File: src/rtl/hamming15_dec.sv
// Two-stage pipelined Hamming(15,11) decoder, optionally SECDED via overall parity on bit 0.
// Valid/ready on both sides, with saturating correction/detection statistics.
module hamming15_dec #(
  parameter bit CHECK_P0 = 1'b1
) (
  input  logic        clk,
  input  logic        reset,
  input  logic        in_valid,
  output logic        in_ready,
  input  logic [15:0] code_in,
  output logic        out_valid,
  input  logic        out_ready,
  output logic [10:0] data_out,
  output logic        corrected,
  output logic        uncorrectable,
  output logic [3:0]  err_pos,
  input  logic        clr_cnt,
  output logic [15:0] corr_cnt,
  output logic [15:0] uncorr_cnt
);

  function automatic logic [3:0] calc_syndrome(input logic [15:0] code);
    logic [3:0] s;
    s = '0;
    for (int i = 1; i < 16; i++) begin
      if (code[i]) s ^= 4'(i);
    end
    return s;
  endfunction

  function automatic logic [10:0] extract_data(input logic [15:0] code);
    return {code[15:9], code[7:5], code[3]};
  endfunction

  // Stage 1: raw codeword plus syndrome and overall parity
  logic        s1_valid_q;
  logic [15:0] s1_code_q;
  logic [3:0]  s1_syn_q;
  logic        s1_par_q;

  // Stage 2: decoded result presented on the outputs
  logic        s2_valid_q;
  logic [10:0] s2_data_q;
  logic        s2_corr_q;
  logic        s2_uncorr_q;
  logic [3:0]  s2_pos_q;

  logic [15:0] corr_cnt_q;
  logic [15:0] uncorr_cnt_q;

  logic        s2_adv;
  logic        s1_load;
  logic        out_fire;

  assign out_fire = s2_valid_q && out_ready;
  assign s2_adv   = s1_valid_q && (!s2_valid_q || out_ready);
  assign in_ready = !reset && (!s1_valid_q || s2_adv);
  assign s1_load  = in_valid && in_ready;

  always_ff @(posedge clk) begin
    if (reset) begin
      s1_valid_q <= 1'b0;
      s1_code_q  <= '0;
      s1_syn_q   <= '0;
      s1_par_q   <= 1'b0;
    end else if (s1_load) begin
      s1_valid_q <= 1'b1;
      s1_code_q  <= code_in;
      s1_syn_q   <= calc_syndrome(code_in);
      s1_par_q   <= ^code_in;
    end else if (s2_adv) begin
      s1_valid_q <= 1'b0;
    end
  end

  logic        fix;
  logic        corr_d;
  logic        uncorr_d;
  logic [15:0] fixed_code;

  always_comb begin
    fix      = 1'b0;
    corr_d   = 1'b0;
    uncorr_d = 1'b0;
    if (CHECK_P0) begin
      if (s1_syn_q != 4'd0 && s1_par_q) begin
        fix    = 1'b1;
        corr_d = 1'b1;
      end else if (s1_syn_q == 4'd0 && s1_par_q) begin
        // Only the overall parity bit flipped; data is already good
        corr_d = 1'b1;
      end else if (s1_syn_q != 4'd0) begin
        uncorr_d = 1'b1;
      end
    end else if (s1_syn_q != 4'd0) begin
      fix    = 1'b1;
      corr_d = 1'b1;
    end
    fixed_code = s1_code_q;
    if (fix) fixed_code[s1_syn_q] = ~s1_code_q[s1_syn_q];
  end

  always_ff @(posedge clk) begin
    if (reset) begin
      s2_valid_q  <= 1'b0;
      s2_data_q   <= '0;
      s2_corr_q   <= 1'b0;
      s2_uncorr_q <= 1'b0;
      s2_pos_q    <= '0;
    end else if (s2_adv) begin
      s2_valid_q  <= 1'b1;
      s2_data_q   <= extract_data(fixed_code);
      s2_corr_q   <= corr_d;
      s2_uncorr_q <= uncorr_d;
      s2_pos_q    <= s1_syn_q;
    end else if (out_fire) begin
      s2_valid_q <= 1'b0;
    end
  end

  // Clear takes priority over a same-cycle increment
  always_ff @(posedge clk) begin
    if (reset || clr_cnt) begin
      corr_cnt_q   <= '0;
      uncorr_cnt_q <= '0;
    end else if (out_fire) begin
      if (s2_corr_q && corr_cnt_q != 16'hFFFF) corr_cnt_q <= corr_cnt_q + 16'd1;
      if (s2_uncorr_q && uncorr_cnt_q != 16'hFFFF) uncorr_cnt_q <= uncorr_cnt_q + 16'd1;
    end
  end

  assign out_valid     = s2_valid_q;
  assign data_out      = s2_data_q;
  assign corrected     = s2_corr_q;
  assign uncorrectable = s2_uncorr_q;
  assign err_pos       = s2_pos_q;
  assign corr_cnt      = corr_cnt_q;
  assign uncorr_cnt    = uncorr_cnt_q;

endmodule

File: config.mk
export PLATFORM = sky130hd
export DESIGN_NAME = hamming15_dec
export DESIGN_NICKNAME = d
export VERILOG_FILES = /design/src/rtl/hamming15_dec.sv
export SDC_FILE = /design/constraint.sdc
export NUM_CORES = 1
export LEC_CHECK = 0
export ABC_AREA = 1
export BUFFER_PORTS_ARGS = -buffer_cell sky130_fd_sc_hd__buf_4
export CAP_MARGIN = 0
export CORE_MARGIN = 1.5
export CORE_UTILIZATION = 56
export CTS_CLUSTER_DIAMETER = 50
export DETAILED_ROUTE_END_ITERATION = 6
export GPL_TIMING_DRIVEN = 0
export PLACE_DENSITY = 0.8
export RECOVER_POWER = 25
export SYNTH_ARGS = -nofsm -noshare
export SYNTH_HDL_FRONTEND = slang
export SYNTH_SLANG_ARGS = --single-unit
File: constraint.sdc
create_clock -name clk -period 2.1 [get_ports clk]
set_clock_uncertainty 0.1 [all_clocks]
set_input_delay 0.21 -clock clk [delete_from_list [all_inputs] [get_ports clk]]
set_output_delay 0.21 -clock clk [all_outputs]
set_load 0.01 [all_outputs]
Word level (Yosys, flattened, before mapping)
Index checks and enable logic that the tools add are counted.

operators by class
  bitwise gates (word level) = 15
  add/subtract/negate cells = 2
  reduce and logical (&&, ||, !) cells = 22
  $lt $le $gt $ge = 2
  eq/ne operators = 2
  multiplexer cells = 59

operators with widths
  kind                                                                count
  2-to-1 mux 4 bit                                                    36
  adder 16 x 1 -> 16 bit (second input constant)                      2
  != test 16 bit (second input constant)                              2
  bitwise mux 16 bit                                                  1
  2-to-1 mux 16 bit                                                   1
  parity 16 bit                                                       1
  2-to-1 mux 1 bit                                                    13
  2-to-1 mux 3 bit                                                    4
  inverter 2 bit                                                      6
  inverter 3 bit                                                      4
  logical AND 1 bit                                                   9
  less-than comparator 4 x 5 -> 1 bit (second input constant)         1
  binary-select mux 1 bit (select 4 bit)                              1
  demux 1 bit (select 4 bit)                                          1
  greater-or-equal comparator 4 x 1 -> 1 bit (second input constant)  1
  logical NOT 4 bit                                                   1
  2-to-1 mux 2 bit                                                    2
  inverter 1 bit                                                      4
  inverter 4 bit                                                      1
  AND reduction 2 bit                                                 2
  nonzero test 2 bit                                                  2
  nonzero test 4 bit                                                  1
  logical NOT 1 bit                                                   3
  logical OR 1 bit                                                    3

storage, ports and cells
  flip-flop bits (word level) = 72
  logic and storage cells = 113
  input port bits = 21
  output and inout bits = 51

Longest topological paths before layout
Gate-level depths: netlist of run 1.

  word-level depth = 62
  depth in mapped cells = 13
  mapped depth without buffers = 11

Least setup slack after synthesis of run 1
No wires, ideal clock.

  kind = register to register
  start point = register uncorr_cnt_q[0] (netlist: uncorr_cnt[0])
  end point = register uncorr_cnt_q[1] (netlist: uncorr_cnt[1])
  path slack = 312 ps
  data arrival time = 1572 ps
  period minus slack after synthesis = 1788 ps
  stages on the path, launching flop included = 11
  required time = 1884 ps
  library setup time = 116 ps
  buffers on the path = 1
  cell sequence = dfxtp_1 ha_1 nand3_2 nor2_2 nor3b_4 nand2_2 nand2_4 inv_2 buf_6 nor2_1 nor2_1

between the ends
  cells in the longest elaborated chain, start to end = 3
  elaborated cells on any way between the ends = 4
  those cells by class = add/sub (1); eq/ne (1); reduce/logical (2)

ends and longest elaborated chain
  item                                                                            line  source
  from (decl)                                                                     49    logic [15:0] uncorr_cnt_q;
  from (signal assigned)                                                          128   if (s2_uncorr_q && uncorr_cnt_q != 16'hFFFF) uncorr_cnt_q <= uncorr_cnt_q + 16'd1;
  parallel branches: the longest is 3 deep, another holds adder 16 x 1 -> 16 bit  --

Parallel ways; which one is timed is not known.
A chain may end at the register's enable or synchronous reset.

Worst setup path after layout of run 1
  start point = register uncorr_cnt_q[1] (netlist: uncorr_cnt[1])
  end point = register uncorr_cnt_q[10] (netlist: uncorr_cnt[10])

The elaborated chain is that of the path after synthesis.

==> impl_metrics.toml, run 1 <==
[clock_network]
clk_latency_ns = 0.35
clk_pin_slew_ns = 0.08
cts_max_level = 3
cts_buffer_depth = 2
clock-sinks = 72
cts-root-buf = "clkbuf_8"
cts_tree = "built"
cts_buffers = 9

[routing]
drtPass1Iterations = 4
drc_errors = 0
dr_total_vias = 3967
wl_per_cell_um = 12.4
drt-vias-per-instance = 5.17
wl_um = 9490
drt.antenna.violating_nets = 0
drtIter0Drc = 152

[setup_path]
crit_path_start_kind = "register"
r2r-start = "uncorr_cnt[1]$_SDFFE_PP0P_"
setup.worst_path.class = "register to register"
endpoint = "uncorr_cnt[10]$_SDFFE_PP0P_"
crit_start = "uncorr_cnt[1]$_SDFFE_PP0P_"
worstPathArrival_ns = 2.06
regToRegSetupSlack_ns = 0.16
critPathCaptureType = "register"
reg2reg_depth = 10
reg2reg_to = "uncorr_cnt[10]$_SDFFE_PP0P_"
crit_path_max_fanout = 10
cp.required_ns = 2.22

[layout]
fin_util = 0.693
layout_commonest_cell = "nand2_1"
layout_common_cells = "nand2_1, dfxtp_1, nor2_1, a21oi_1, inv_1"
n_fill_cell = 621
fin_area_mm2 = 0.00471
antennaDiodeCount = 0
drive_gt1_frac = 0.134
final_nets = 690
fin_cells = 768
syn_to_final_growth_pct = 19.4

[yosys]
synth_seq_cells = 72
synth_edf_count = 0
yosysWarnings = 0
syn_nets = 609
synthFlopType = "dfxtp_1"
ys_async_sr_fraction = 0
ys_seq_area_frac = 0.366
syn_area_mm2 = 0.00394
synth_cell_type_count = 31
netlist_instances = 586
synth.avg_cell_area_um2 = 6.73

[sta]
finalCriticalPeriod_ns = 1.94
final_max_slew_viol_count = 0
worst_pin_slew_ns = 0.541
grt_setup_unrepaired = "false"
min_period_over_period = 0.925
hold_slack_ns = 0.0716
fmax_mhz = 515
finalSetupTns_ns = 0
finalSetupViolCount = 0
hold_viol_final = 0
max_slew_margin = 0.639

[place]
placed_area_mm2 = 0.00459
hpwlAfterDp_um = 7180
numPlacedInstances = 752
globalplace.congestion = 0.853
port_buffers = 70

[run]
cap_violations = 0

[power]
p_switching_uw = 870
share_seq_of_total_power = 0.460
p_per_area_mw_per_mm2 = 676
clkPwrFrac = 0.378
intPower_mw = 2.31
p_comb_frac = 0.162
swShare = 0.274
ir_drop_uv = 486
p_leak_nw = 1.87

[die]
die_y_um = 86.9
initial_core_util = 0.580
dieArea_mm2 = 0.00755
core_mm2 = 0.00679
pin_count = 72
die_width_um = 86.9
rows = 30

[grt]
grt_pass1_wl_um = 15600
antenna_found_initial = 0
grt_pass1_vias = 3550
overflow = 0
grt_max_degree = 12
grt_usage = 0.260

[min_path]
min_path_type = "input pin to register"

[run_status]
outcome = "complete, no violations"
==> cells by family after synthesis <==
kind of cell | count (synthesis) | synth area share
and+or+nand+nor | 289 | 0.309
AOI/OAI and AO/OA | 95 | 0.123
buffers and inverters | 78 | 0.0847
DFF | 72 | 0.366
xor gates and xnor gates | 50 | 0.111
adders and majority gates | 2 | 0.00635
==> power by group through the flow <==
stage / sequential, mW / combinational (mW) / clock (mW)
6_report: 1.46 / 0.514 / 1.20
5_1_grt: 1.47 / 0.578 / 1.28
4_1_cts: 1.46 / 0.523 / 1.21
3_5_place_dp: 1.49 / 0.517 / 0
3_3_place_gp: 1.49 / 0.506 / 0
2_1_floorplan: 1.49 / 0.353 / 0
==> registers in the layout, summed over array words and instances, names as in the netlist <==
| register | flops |
|---|---|
| corrected | 1 |
| uncorrectable | 1 |
| out_valid | 1 |
| corr_cnt | 16 |
| s1_valid_q | 1 |
| err_pos | 4 |
| s1_par_q | 1 |
| uncorr_cnt | 16 |
| data_out | 11 |
| s1_syn_q | 4 |
| s1_code_q | 16 |
==> worst max-delay path, cell delays in order (launching register included) <==
cell	delay [ns]
dfxtp_1	0.40
ha_1	0.27
nand3_2	0.11
nor2_2	0.14
nor3b_4	0.26
nand2_2	0.09
nand2_4	0.11
inv_2	0.07
buf_6	0.14
nand2_1	0.06
a21oi_1	0.06
==> synthesized netlist by cell type (3+ instances only) <==
| cell type | count | area share |
|---|---|---|
| inv_2 | 5 | 0.0048 |
| inv_1 | 53 | 0.050 |
| clkbuf_1 | 9 | 0.0086 |
| nand4_1 | 8 | 0.013 |
| nor2_2 | 3 | 0.0048 |
| buf_2 | 6 | 0.0076 |
| o21ai_0 | 28 | 0.036 |
| nand2_1 | 171 | 0.16 |
| xor2_1 | 20 | 0.044 |
| a21oi_1 | 62 | 0.079 |
| dfxtp_1 | 72 | 0.37 |
| xnor2_1 | 30 | 0.067 |
| nand2_2 | 5 | 0.0079 |
| nand3_1 | 24 | 0.030 |
| nor2_1 | 62 | 0.059 |
| nor3_1 | 8 | 0.010 |
| buf_6 | 3 | 0.0086 |
==> area by class of cell <==
cell class	count	area, um^2	share of cell area
Clock inverter	3	65.1	0.0138
Multi-Input combinational cell	436	2170	0.460
Sequential cell	72	1440	0.307
Tap cell	96	120	0.0255
Inverter	58	218	0.0463
Timing Repair Buffer	70	428	0.0909
Buffer	20	116	0.0247
Clock buffer	13	149	0.0316
==> per-stage QoR <==
step | setup slack [ns] | total power [mW]
finish | 0.158 | 3.18
floorplan | 0.312 | 1.84
CTS | 0.0601 | 3.19
global placement | 0.138 | 2.00
detailed placement | 0.0788 | 2.01
global route | 0.00290 | 3.33
==> metal layers <==
metal / global-route usage / vias up / share of wire
met2: 0.459 / 119 / 0.50
met1: 0.308 / 1810 / 0.42
met5: 0 / - / 0
met4: 0.113 / 0 / 0.022
li1: - / 2016 / -
met3: 0.0474 / 22 / 0.056
==> worst min path at each step <==
| stage | start | end | slack [ns] | cells after the start |
|---|---|---|---|---|
| 6_report | code_in[14] | s1_code_q[14]$_SDFFE_PP0P_ | 0.07 | 3 |
| 5_1_grt | in_valid | s1_valid_q$_SDFFE_PP0P_ | 0.07 | 3 |
| 4_1_cts | code_in[14] | s1_code_q[14]$_SDFFE_PP0P_ | 0.06 | 3 |
| 3_5_place_dp | s1_code_q[4]$_SDFFE_PP0P_ | s1_code_q[4]$_SDFFE_PP0P_ | 0.35 | 2 |
| 3_3_place_gp | s1_code_q[0]$_SDFFE_PP0P_ | s1_code_q[0]$_SDFFE_PP0P_ | 0.34 | 2 |
| 2_1_floorplan | in_valid | s1_valid_q$_SDFFE_PP0P_ | 0.28 | 2 |
==> what timing repair did <==
action                     4_1_cts  5_1_grt
setup buffers                    0        0
setup endpoints to repair        0       12
gates resized for setup          0        2
hold buffers                     0        0
Note: power is estimated with default switching activity, not from simulation.
==> run 2: changes to the inputs <==
- ABC_AREA: 1 -> unset
- CORE_UTILIZATION: 56 -> 58
- PLACE_DENSITY: 0.8 -> 0.85
- clock period: 2.1 -> 2.5 ns (I/O delays scaled with it)
==> impl_metrics.toml, run 2 <==
[sta]
fmax_mhz = 466
final_max_slew_viol_count = 0
finalSetupTns_ns = 0
grt_setup_unrepaired = "false"
finalCriticalPeriod_ns = 2.15
finalSetupViolCount = 0
max_slew_margin = 0.404
worst_pin_slew_ns = 0.887
min_period_over_period = 0.859
hold_viol_final = 0

[layout]
syn_to_final_growth_pct = 23.0
layout_commonest_cell = "dfxtp_1"
antennaDiodeCount = 0
drive_gt1_frac = 0.150
final_nets = 490
layout_common_cells = "dfxtp_1, nor2_1, xnor2_1"

[clock_network]
cts_setup_buffers = 0
cts_resized = 0
clk_pin_slew_ns = 0.07
clock-sinks = 67
cts_tree = "built"
cts_buffer_depth = 2
hold_buffers = 0
cts-root-buf = "clkbuf_8"
cts_max_level = 3
cts_buffers = 9
clk_latency_ns = 0.35

[setup_path]
cp.required_ns = 2.63
crit_chain = "ha_1 > nand2_1 > nor3_1 > nor4b_2 > xnor2_1 > nor2_1"
critical_path_buf_inv_count = 0
cpMaxStageDelayCell = "nor3_1"
setup.worst_path.class = "register to register"
crit_path_max_fanout = 5
critPathMaxStageDelay_ns = 0.74
critPathCaptureType = "register"
crit_path_start_kind = "register"
crit_family = "simple AND/OR/NAND/NOR gates"
worstPathArrival_ns = 2.28

[power]
p_switching_uw = 625
swShare = 0.250
intPower_mw = 1.87
ir_drop_uv = 370
share_seq_of_total_power = 0.471
clkPwrFrac = 0.409
p_comb_frac = 0.120
p_leak_nw = 1.40
p_total_mw = 2.50
p_per_area_mw_per_mm2 = 625

[yosys]
synthTopCellsByArea = "dfxtp_1, xnor2_1, nor2_1"
yosysTopAreaCell = "dfxtp_1"
synthFlopType = "dfxtp_1"
synth_common_cells = "dfxtp_1, nor2_1, xnor2_1, nand2_1, nand3b_1"
synth_edf_count = 0
syn_nets = 408
yosysWarnings = 0
yosysMostFrequentCell = "dfxtp_1"
synth.top_cell.area_share = 0.413
synth.avg_cell_area_um2 = 8.44
syn_area_mm2 = 0.00325
synth_seq_cells = 67
ys_seq_area_frac = 0.413
synth_cell_type_count = 37
ys_async_sr_fraction = 0
netlist_instances = 385

[min_path]
min_path_type = "input pin to register"

[die]
die_width_um = 77.9
pin_count = 72
die_y_um = 77.9
rows = 27
core_mm2 = 0.00544
initial_core_util = 0.597
dieArea_mm2 = 0.00606

[routing]
drt.antenna.violating_nets = 0
drc_errors = 0
dr_total_vias = 3025
wl_um = 7690
drtPass1Iterations = 5
wl_per_cell_um = 14.1
drtIter0Drc = 151
drt-vias-per-instance = 5.56

[grt]
grt_pass1_vias = 2825
grt_usage = 0.266
grt_max_degree = 12
antenna_found_initial = 0
overflow = 0
grt_pass1_wl_um = 12600

[run]
cap_violations = 0

[place]
port_buffers = 71
globalplace.congestion = 0.871
hpwlAfterDp_um = 5590

[run_status]
outcome = "complete, no violations"
## run 2: changes by cell type after synthesis, sizes merged, moves of 11 or more
cell | before | now
a211oi | 0 | 12
o21ai | 30 | 11
a21oi | 63 | 10
inv | 58 | 1
nand3b | 0 | 18
nor3 | 9 | 20
nand2 | 178 | 45
xnor2 | 30 | 48
## run 2: kinds of logic (layout without fill, tap and decap cells)
| family | Yosys count | count (layout) | synth area share |
|---|---|---|---|
| fa+ha+maj | 2 | 2 | 0.00770 |
| buf+inv | 18 | 105 | 0.0216 |
| compound gates | 37 | 37 | 0.0685 |
| flops | 67 | 67 | 0.413 |
| mux | 1 | 1 | 0.00308 |
| simple gates | 196 | 196 | 0.314 |
| xor+xnor | 64 | 64 | 0.173 |
## run 2: worst reg2reg max path, stage by stage (launching register included)
cell	delay, ns
dfxtp_1	0.41
ha_1	0.25
nand2_1	0.13
nor3_1	0.74
nor4b_2	0.15
xnor2_1	0.20
nor2_1	0.06
## run 2: cell type report
| class | count | area [um^2] |
|---|---|---|
| Fill cell | 436 | 1440 |
| Multi-Input combinational cell | 300 | 1840 |
| Tap cell | 72 | 90.1 |
| Buffer | 17 | 66.3 |
| Sequential cell | 67 | 1340 |
| Timing Repair Buffer | 71 | 432 |
| Clock buffer | 11 | 151 |
| Clock inverter | 5 | 75.1 |
| Inverter | 1 | 3.75 |
## run 2: power by group through the flow
stage / clock [mW] / combinational [mW] / sequential [mW]
floorplan: 0 / 0.203 / 1.19
global placement: 0 / 0.306 / 1.20
detailed placement: 0 / 0.316 / 1.20
CTS: 1.03 / 0.317 / 1.18
global route: 1.07 / 0.332 / 1.18
finish: 1.02 / 0.299 / 1.18
## run 2: per-stage QoR
stage / util / instance area (um^2) / setup slack [ns] / hold WS [ns] / std cells
finish: 0.735 / 4000 / 0.353 / 0.00604 / 544
detailed placement: 0.712 / 3870 / 0.505 / 0.351 / 528
global route: 0.735 / 4000 / 0.250 / 0.0238 / 544
CTS: 0.754 / 4100 / 0.392 / 0.00280 / 544
global placement: 0.712 / 3870 / 0.555 / 0.348 / 528
floorplan: - / 3250 / 0.718 / 0.249 / 385
## run 2: per-layer routing
layer	vias up	GRT usage	wire [um]
met5	-	0	0
li1	1477	-	-
met2	106	0.506	4160
met1	1423	0.270	2960
met3	19	0.0435	362
met4	0	0.151	202
## run 2: final timing paths
path                         startpoint                          end  slack, ns  cells after the start
max reg2reg  uncorr_cnt[0]$_SDFFE_PP0P_  uncorr_cnt[13]$_SDFFE_PP0P_       0.35                      6
max          uncorr_cnt[0]$_SDFFE_PP0P_  uncorr_cnt[13]$_SDFFE_PP0P_       0.35                      6
min reg2reg     err_pos[0]$_SDFFE_PP0P_      err_pos[0]$_SDFFE_PP0P_       0.36                      2
min                         code_in[12]   s1_code_q[12]$_SDFFE_PP0P_      0.006                      3
==> run 3: changes to the inputs <==
- ABC_AREA: unset -> 1
- ABC_CLOCK_PERIOD_IN_PS: unset -> 2500
- CORE_UTILIZATION: 58 -> 60
==> impl_metrics.toml, run 3 (synthesized netlist as in run 1, its figures left out) <==
[die]
dieArea_mm2 = 0.00707
pin_count = 72
core_mm2 = 0.00635
die_y_um = 84.1
initial_core_util = 0.621
rows = 29
die_width_um = 84.1

[sta]
min_period_over_period = 0.806
fmax_mhz = 496
max_slew_margin = 0.630
final_max_slew_viol_count = 0
worst_pin_slew_ns = 0.553
hold_viol_final = 0
finalSetupTns_ns = 0
finalSetupViolCount = 0
grt_setup_unrepaired = "false"
hold_slack_ns = 0.113
finalCriticalPeriod_ns = 2.02

[layout]
syn_to_final_growth_pct = 17.3
final_nets = 690
fin_util = 0.728
layout_commonest_cell = "nand2_1"
layout_common_cells = "nand2_1, dfxtp_1, nor2_1, a21oi_1, inv_1"
fin_cells = 749
drive_gt1_frac = 0.129
antennaDiodeCount = 0

[power]
p_leak_nw = 1.85
p_total_mw = 2.46
ir_drop_uv = 490
p_per_area_mw_per_mm2 = 532

[place]
hpwlAfterDp_um = 7230
numPlacedInstances = 733
port_buffers = 70
globalplace.congestion = 0.881

[routing]
met2_wirelength_um = 5050
drc_errors = 0
drtIter0Drc = 152
wl_per_cell_um = 12.9
top_layer_used = "met4"
dr_total_vias = 4010
drt-vias-per-instance = 5.35
wl_met3_um = 487
drt-met1-wl_um = 4020
drtPass1Iterations = 5
drt.antenna.violating_nets = 0
wl_um = 9690

[clock_network]
cts_setup_buffers = 0
clk_latency_ns = 0.35
cts_resized = 0
cts_max_level = 3
cts-root-buf = "clkbuf_8"
clk_pin_slew_ns = 0.08
hold_buffers = 0
clock-sinks = 72
cts_tree = "built"
cts_buffers = 9
cts_buffer_depth = 2

[setup_path]
cp.required_ns = 2.62
crit_path_max_fanout = 10
setup.worst_path.class = "register to register"
reg2reg_depth = 11
critPathMaxStageDelay_ns = 0.44
worstPathArrival_ns = 2.13
critPathCaptureType = "register"
crit_chain = "ha_1 > nand3_1 > nor2_2 > nand2_2 > nor2_4 > nand2_2 > nand2_4 > inv_2 > buf_6 > nand2_1 > a21oi_1"
cpMaxStageDelayCell = "dfxtp_1"
crit_start = "corr_cnt[0]$_SDFFE_PP0P_"
critical_path_buf_inv_count = 2
crit_family = "simple AND/OR/NAND/NOR gates"
crit_cells = 11
endpoint = "corr_cnt[6]$_SDFFE_PP0P_"
crit_path_start_kind = "register"
r2r-start = "corr_cnt[0]$_SDFFE_PP0P_"
crit_top_cell = "nand2_2"
reg2reg_to = "corr_cnt[6]$_SDFFE_PP0P_"
regToRegSetupSlack_ns = 0.48

[run_status]
outcome = "complete, no violations"

[grt]
grt_max_degree = 12
grt_pass1_vias = 3772
overflow = 0
antenna_found_initial = 0
grt_pass1_wl_um = 16500
grt_usage = 0.284

[min_path]
min_path_type = "input pin to register"

[run]
cap_violations = 0
[run 3: power by group]
group / switching, mW / internal (mW)
logic: 0.274 / 0.157
clock network: 0.420 / 0.381
registers: 0.0350 / 1.19
total: 0.729 / 1.73
[run 3: layer usage]
metal | GRT usage | vias to the layer above
li1 | - | 2009
met4 | 0.107 | 0
met2 | 0.519 | 130
met5 | 0 | -
met3 | 0.0465 | 15
met1 | 0.330 | 1856
[run 3: layout make-up]
class,instances,area [um^2]
clock buffer,12,145
timing repair buffer,70,420
clock inverter,4,20.0
buffer,20,116
sequential,72,1440
multi-input combinational,436,2170
tap,77,96.3
inverter,58,218
fill,556,1730
[run 3: stage by stage]
step           setup WS (ns)  cell area, um^2
2_1_floorplan          0.712             3940
3_3_place_gp           0.553             4560
3_5_place_dp           0.523             4560
4_1_cts                0.512             4730
5_1_grt                0.291             4620
6_report               0.485             4620
[run 3: worst min path at each step]
stage	start	to	slack, ns	cells past startpoint
after floorplan	in_valid	s1_valid_q$_SDFFE_PP0P_	0.32	2
after global placement	s1_code_q[0]$_SDFFE_PP0P_	s1_code_q[0]$_SDFFE_PP0P_	0.34	2
after detailed placement	s1_code_q[4]$_SDFFE_PP0P_	s1_code_q[4]$_SDFFE_PP0P_	0.35	2
after CTS	code_in[12]	s1_code_q[12]$_SDFFE_PP0P_	0.11	3
after global routing	code_in[12]	s1_code_q[12]$_SDFFE_PP0P_	0.14	3
final	code_in[12]	s1_code_q[12]$_SDFFE_PP0P_	0.11	3
[run 3: worst min-delay path: cells and delay by family]
kind | cells | cell delay (ns)
AO/OA/AOI/OAI | 2 | 0.18
buffers and inverters | 1 | 0.09
